[config.mk]
export PLATFORM = sky130hd
export DESIGN_NAME = csr_unit
export DESIGN_NICKNAME = d
export VERILOG_FILES = /design/src/rtl/csr_unit.sv
export SDC_FILE = /design/constraint.sdc
export NUM_CORES = 1
export LEC_CHECK = 0
export CORE_MARGIN = 2
export CORE_UTILIZATION = 57
export CTS_BUF_LIST = sky130_fd_sc_hd__clkbuf_2
export CTS_CLUSTER_SIZE = 12
export DETAILED_ROUTE_END_ITERATION = 6
export GPL_ROUTABILITY_DRIVEN = 0
export PLACE_DENSITY_LB_ADDON = 0.15
export SLEW_MARGIN = 20
export SYNTH_ARGS = -nofsm -noshare
export SYNTH_HDL_FRONTEND = slang
export SYNTH_SLANG_ARGS = --single-unit
[constraint.sdc]
create_clock -name clk -period 4.07 [get_ports clk]
set_input_delay 0.814 -clock clk [delete_from_list [all_inputs] [get_ports clk]]
set_output_delay 0.814 -clock clk [all_outputs]
set_load 0.005 [all_outputs]
[src/rtl/csr_unit.sv]
// Machine-mode CSR file for a pipelined RV32 core: CSR read/write, a 64-bit cycle
// counter, and interrupt entry/mret redirects handled by a two-state RUN/HOLD FSM.
module csr_unit #(
   parameter logic [31:0] MTVEC_RESET = 32'h0000_0000
) (
   input  logic        clk,
   input  logic        rst,
   input  logic        stall,
   input  logic        csr_reg_r,
   input  logic        csr_reg_wr,
   input  logic        is_mret,
   input  logic [11:0] csr_addr,
   input  logic [31:0] csr_wdata,
   input  logic [31:0] pc,
   input  logic        timer_irq,
   input  logic        ext_irq,
   output logic [31:0] csr_rdata,
   output logic        epc_taken,
   output logic [31:0] epc
);

   localparam logic [11:0] ADDR_MSTATUS = 12'h300;
   localparam logic [11:0] ADDR_MIE     = 12'h304;
   localparam logic [11:0] ADDR_MTVEC   = 12'h305;
   localparam logic [11:0] ADDR_MEPC    = 12'h341;
   localparam logic [11:0] ADDR_MCAUSE  = 12'h342;
   localparam logic [11:0] ADDR_MIP     = 12'h344;
   localparam logic [11:0] ADDR_MCYCLE  = 12'hB00;
   localparam logic [11:0] ADDR_MCYCLEH = 12'hB80;

   localparam logic [3:0] CAUSE_TIMER = 4'd7;
   localparam logic [3:0] CAUSE_EXT   = 4'd11;

   typedef enum logic {
      RUN  = 1'b0,
      HOLD = 1'b1
   } state_t;

   state_t      state;

   logic        status_mie;
   logic        status_mpie;
   logic        mie_mtie;
   logic        mie_meie;
   logic [31:0] mtvec;
   logic [31:2] mepc_hi;
   logic [31:0] mcause;
   logic [63:0] mcycle;

   logic        wr_en;
   logic        ext_pend;
   logic        timer_pend;
   logic        pending;
   logic        trap_take;
   logic        mret_take;
   logic [3:0]  trap_cause;
   logic [31:0] trap_target;
   logic [31:0] mstatus_val;
   logic [31:0] mie_val;
   logic [31:0] mip_val;
   logic [31:0] mepc_val;

   assign mstatus_val = {24'b0, status_mpie, 3'b0, status_mie, 3'b0};
   assign mie_val     = {20'b0, mie_meie, 3'b0, mie_mtie, 7'b0};
   assign mip_val     = {20'b0, ext_irq, 3'b0, timer_irq, 7'b0};
   assign mepc_val    = {mepc_hi, 2'b00};

   // Trap/mret decisions; reset suppresses both so nothing redirects while rst is high.
   always_comb begin
      wr_en      = csr_reg_wr & ~stall;
      ext_pend   = status_mie & mie_meie & ext_irq;
      timer_pend = status_mie & mie_mtie & timer_irq;
      pending    = ext_pend | timer_pend;
      trap_take  = ~rst & (state == RUN) & pending & ~stall & ~csr_reg_wr & ~is_mret;
      mret_take  = ~rst & (state == RUN) & is_mret & ~stall;
      trap_cause = ext_pend ? CAUSE_EXT : CAUSE_TIMER;
   end

   // Vectored mode only for mtvec[1:0]==01; the reserved 1x encodings fall back to direct.
   always_comb begin
      trap_target = {mtvec[31:2], 2'b00};
      if (mtvec[1:0] == 2'b01) begin
         trap_target = {mtvec[31:2], 2'b00} + {26'b0, trap_cause, 2'b00};
      end
   end

   always_comb begin
      epc_taken = trap_take | mret_take;
      epc       = 32'h0;
      if (trap_take) begin
         epc = trap_target;
      end else if (mret_take) begin
         epc = mepc_val;
      end
   end

   always_comb begin
      csr_rdata = 32'h0;
      if (csr_reg_r) begin
         case (csr_addr)
            ADDR_MSTATUS: csr_rdata = mstatus_val;
            ADDR_MIE:     csr_rdata = mie_val;
            ADDR_MTVEC:   csr_rdata = mtvec;
            ADDR_MEPC:    csr_rdata = mepc_val;
            ADDR_MCAUSE:  csr_rdata = mcause;
            ADDR_MIP:     csr_rdata = mip_val;
            ADDR_MCYCLE:  csr_rdata = mcycle[31:0];
            ADDR_MCYCLEH: csr_rdata = mcycle[63:32];
            default:      csr_rdata = 32'h0;
         endcase
      end
   end

   // Software writes first; trap and mret entry follow so they win on shared mstatus bits.
   always_ff @(posedge clk) begin
      if (rst) begin
         state       <= RUN;
         status_mie  <= 1'b0;
         status_mpie <= 1'b0;
         mie_mtie    <= 1'b0;
         mie_meie    <= 1'b0;
         mtvec       <= MTVEC_RESET;
         mepc_hi     <= 30'h0;
         mcause      <= 32'h0;
         mcycle      <= 64'h0;
      end else begin
         if (wr_en && csr_addr == ADDR_MCYCLE) begin
            mcycle[31:0] <= csr_wdata;
         end else if (wr_en && csr_addr == ADDR_MCYCLEH) begin
            mcycle[63:32] <= csr_wdata;
         end else begin
            mcycle <= mcycle + 64'd1;
         end

         if (wr_en) begin
            case (csr_addr)
               ADDR_MSTATUS: begin
                  status_mie  <= csr_wdata[3];
                  status_mpie <= csr_wdata[7];
               end
               ADDR_MIE: begin
                  mie_mtie <= csr_wdata[7];
                  mie_meie <= csr_wdata[11];
               end
               ADDR_MTVEC:  mtvec   <= csr_wdata;
               ADDR_MEPC:   mepc_hi <= csr_wdata[31:2];
               ADDR_MCAUSE: mcause  <= csr_wdata;
               default: ;
            endcase
         end

         if (trap_take) begin
            mepc_hi     <= pc[31:2];
            mcause      <= {1'b1, 27'b0, trap_cause};
            status_mpie <= status_mie;
            status_mie  <= 1'b0;
         end else if (mret_take) begin
            status_mie  <= status_mpie;
            status_mpie <= 1'b1;
         end

         // HOLD covers exactly the one flushed bubble after any redirect.
         if (trap_take || mret_take) begin
            state <= HOLD;
         end else begin
            state <= RUN;
         end
      end
   end

endmodule

Word-level counts from Yosys, hierarchy flattened
Index checks and enable logic that the tools add are counted.
{ "op_classes": {"add_sub_neg": 2, "bitwise": 19, "reduce_logical": 18, "mux": 23, "n_eq_ne": 10} }
{ "op_table": {"columns": ["operator", "n"], "rows": [
  ["two-way mux 32 bit", 10],
  ["case mux 32 bit (8 select lines)", 1],
  ["two-way mux 30 bit", 3],
  ["equality test 12 x 10 -> 1 bit (second input constant)", 6],
  ["adder 64 x 1 -> 64 bit (second input constant)", 1],
  ["adder 32 x 6 -> 32 bit", 1],
  ["equality test 12 bit (second input constant)", 2],
  ["AND reduction 2 bit", 7],
  ["bitwise AND 1 bit", 12],
  ["nonzero test 2 bit", 5],
  ["two-way mux 1 bit", 8],
  ["nonzero test 3 bit", 2],
  ["NOT 1 bit", 5],
  ["two-way mux 4 bit", 1],
  ["equality test 2 x 1 -> 1 bit (second input constant)", 1],
  ["logical AND 1 bit", 2],
  ["inequality test 2 bit (second input constant)", 1],
  ["bitwise OR 1 bit", 2],
  ["OR reduction 2 bit", 1],
  ["logical OR 1 bit", 1]
]} }
{ "totals": {"output_inout_bits": 65, "inputBits": 84, "reg_bits": 163} }

Logic depth before layout (Yosys ltp)
{ "logic_depth": {"depth_word": 9, "depth_mapped": 10} }

Worst setup path before layout
Ideal clock, no wire load.
{ "synth_timing": {"kind": "in2out", "startpoint": "in csr_addr[0]", "endpoint": "out csr_rdata[14]", "slack_ns": 0.544, "t_required_ns": 3.256, "arrival_time_ns": 2.712, "path_stages": 7, "cell_sequence": "clkbuf_1 nor4_1 and3_1 clkbuf_1 buf_1 a221oi_1 a21oi_1"} }
{ "synth_between": {"elab_chain_cells": 3, "word_cells_on_any_way": 10} }
{ "synth_lines": {"columns": ["element", "line_no", "text"], "rows": [
  ["start, declared", "12", "input logic [11:0] csr_addr,"],
  ["equality test 12 bit or equality test 12 x 10 -> 1 bit (tied branches)", "100", "case (csr_addr)"],
  ["case mux 32 bit (8 select lines) *", "100", null],
  ["two-way mux 32 bit *", "99", "if (csr_reg_r) begin"],
  ["end, declared", "17", "output logic [31:0] csr_rdata,"]
]} }
Every way passes the cells marked *; elsewhere a longest branch is shown, timed or not.

Worst setup path after layout
{ "layout_timing": {"startpoint": "in csr_addr[2]", "endpoint": "out csr_rdata[13]"} }
The elaborated chain is that of the path after synthesis.

==> impl_metrics.yaml <==
pwr:
  swShare_pct: 30.1
  p_leak_nw: 4.51
  power_density_mw_per_mm2: 222
  internal_power_w: 0.00198
  vdd_drop_max_mv: 0.256
  net-switching-power_w: 0.000852
  seq_power_share_pct: 57.0
  clockPowerShare_pct: 35.0
  combPwrFrac_pct: 8.0
cells_and_area:
  syn_to_final_growth_pct: 27.4
  mostFrequentLayoutCell: "nand2_1"
  final_cells: 1726
  fin_area_mm2: 0.0127
  final_cell_mix: "nand2_1 (197), dfxtp_1 (160), nor2_1 (118), a21oi_1 (116)"
  drive_gt1_share_pct: 12.8
  nNetsFinal: 1574
status:
  failed_checks: "DRC"
  status: "complete, but fails checks"
clock_tree:
  clkTransAtPathRegs_ns: 0.29
  ctsLongestPathBuffers: 2
  cts.htree.levels: 4
  cts-root-buf: "clkbuf_2"
  clkLatencyLatePin_ns: 0.80
  cts_num_sinks: 163
  cts_tree: "built"
  numCtsBuffers: 17
sta:
  finalMaxSlewViolations: 0
  skew_ns: 0.0367
  setup_tns_ns: 0
  timing.final.hold_violations: 0
  rsz0062_at_grt: "yes"
  setup_viol: 0
  fin_crit_sh_pct: 97.8
  min_period_ns: 3.98
  timing.fmax_ghz: 0.251
  worstMarginPinSlew_ns: 0.934
  max_slew_margin_pct: 37.2
worst_setup_path:
  start_kind: "primary input"
  cp.depth: 11
  r2r_slack_ns: 0.80
  cp_slowest_cell: "clkdlybuf4s50_1"
  crit_top_cell: "buf_4"
  worst_path_largest_cell_delay_ns: 0.58
  path_class: "primary input to output port"
  worstPathCellList: "clkdlybuf4s50_1, nor2b_2, and3b_1, buf_4, and2_4, buf_4, clkbuf_16, a22o_1, a221oi_1, a21oi_2, dlygate4sd2_1"
  reg2reg_to: "mcycle[46]"
  r2r_start: "mcycle[1]"
  arrival_ns: 3.17
  cp.required_ns: 3.26
  crit_path_end_kind: "output port"
  cp.buffers_inverters: 5
  path_max_fanout: 15
  crit_start: "csr_addr[2]"
  worstSetupEndpoint: "csr_rdata[13]"
  rr_worst_depth: 6
  path_delay_family: "buffers and inverters"
synth:
  ys_ff_latch: 163
  synth_cell_type_count: 68
  ys.flop_type: "dfxtp_1"
  syn_inst: 1325
  netlist.area_leader.share_pct: 32.7
  synth_top_cell_by_area: "dfxtp_1"
  seq_area_frac_synth_pct: 32.7
  ys_async_sr_fraction_pct: 0
  synth_edf_count: 0
  ys_warn_count: 0
  synth_area_leaders: "dfxtp_1 (33%), nand2_1 (7.4%), mux2i_1 (7.2%), a21oi_1 (6.0%), nor2_1 (4.5%)"
  netlist_area_mm2: 0.00999
  synth.avg_cell_area_um2: 7.54
flow_run:
  drv_cap: 0
floorplanning:
  dieArea_mm2: 0.0186
  core_area_mm2: 0.0172
  die_w_um: 136
  start_util_pct: 58.0
  fp.dieH_um: 136
  ioPinCount: 149
  rows: 48
drt:
  wl_per_cell_um: 22.1
  post-route-drc-count: 3
  first_pass_iters: 7
  vias: 11600
  wl_um: 38200
  via_per_inst: 6.72
  drt_iter0_drc: 1775
  antenna_left: 0
placed_design:
  placed_cell_area_mm2: 0.0121
  hpwlAfterDp_um: 26400
  placement.io_buffers: 144
  dp.cells: 1673
global_route:
  grt_max_degree: 65
  grt-ovfl-total: 0
  grt_pass1_wl_um: 57600
  grt_pass1_vias: 10400
  grt_usage_pct: 40.1
  antenna_found_initial: 2
hold_path:
  hp-class: "primary input to register"
==> power groups by stage <==
| stage | combinational [W] | sequential, W | clock [W] |
|---|---|---|---|
| after floorplan | 0.0000585 | 0.00164 | 0 |
| after global placement | 0.000204 | 0.00164 | 0 |
| after detailed placement | 0.000207 | 0.00164 | 0 |
| after CTS | 0.000213 | 0.00161 | 0.000978 |
| after global routing | 0.000231 | 0.00162 | 0.00105 |
| final | 0.000226 | 0.00161 | 0.000991 |
==> stage by stage <==
step	hold slack, ns	util, %	total power [W]	setup WS (ns)
after floorplan	0.436	-	0.00170	0.544
after global placement	0.441	70.0	0.00184	-0.320
after detailed placement	0.447	70.0	0.00185	-0.314
after CTS	0.363	73.0	0.00280	-0.0463
after global routing	0.383	73.8	0.00290	-0.0376
final	0.390	73.8	0.00283	0.0903
==> worst min-delay path by stage <==
stage	cells past startpoint	slack [ns]	to	from
after global routing	4	0.38	state	rst
after detailed placement	2	0.45	mcause[22]	mcause[22]
after floorplan	2	0.44	mcause[11]	mcause[11]
after global placement	2	0.44	mcause[12]	mcause[12]
after CTS	4	0.36	state	rst
final	4	0.39	state	rst
==> synthesized netlist by cell type, types with 6 or more instances <==
master,instances
a21oi_1,119
or3_1,10
xnor2_1,24
a22o_1,26
a221oi_1,26
o221ai_1,11
and3_1,16
xor2_1,13
inv_1,18
nand3_1,39
nand2_1,197
buf_2,8
clkbuf_1,86
and2_1,10
nor2_1,119
a31oi_1,26
nor3_1,44
nor2b_1,6
dfxtp_1,163
and4_1,13
nor4_1,19
buf_4,6
nand2b_1,6
nand4_1,31
o21ai_0,65
a211oi_1,37
a22oi_1,25
mux2i_1,72
==> layout make-up <==
cell class,count,area (um2)
Timing Repair Buffer,246,2400
Clock inverter,15,189
Multi-Input combinational cell,1040,6430
Fill cell,1302,4510
Inverter,18,67.6
Tap cell,225,282
Clock buffer,17,85.1
Sequential cell,163,3270
Antenna cell,2,5.00
==> worst register-to-register path: cells and delay by family, from the launching register on <==
| kind | cells | cell delay (ns) |
|---|---|---|
| AND/OR/NAND/NOR | 4 | 2.32 |
| adder cells (fa/ha/maj) | 1 | 0.24 |
| flip-flops | 1 | 0.50 |
| AO/OA/AOI/OAI | 1 | 0.16 |
==> kinds of logic (layout without fill, tap and decap cells) <==
kind of cell,count (synthesis),in the layout,share of synthesized area (%)
other cells,1,4,0.0375
fa+ha+maj,4,4,0.501
mux,72,72,7.21
buf+inv,125,296,5.23
flops,163,163,32.7
compound gates,375,377,24.4
xor+xnor,37,37,3.24
simple gates,548,548,26.7
==> metal layers <==
layer / wire length [um] / GRT usage, % / vias to the layer above
li1: - / - / 5214
met1: 14800 / 56.0 / 5327
met2: 16300 / 58.3 / 902
met3: 5480 / 11.1 / 152
met4: 1600 / 15.9 / 0
met5: 0 / 0 / -
==> state kept, by name (all words and copies together) (netlist names) <==
register	count
mcycle	64
mcause	32
mtvec	32
mepc_hi	30
mie_meie	1
mie_mtie	1
state	1
status_mie	1
status_mpie	1
==> repair_timing <==
item / CTS / global route
hold buffers: 0 / 0
endpoints found under the setup margin: 61 / 19
pin swaps: 36 / 17
endpoints found under the hold margin: 0 / 0
setup buffers: 7 / 6
gates cloned: 5 / 1
resized for setup: 97 / 29
No activity file was read; power rests on OpenSTA's default activity.
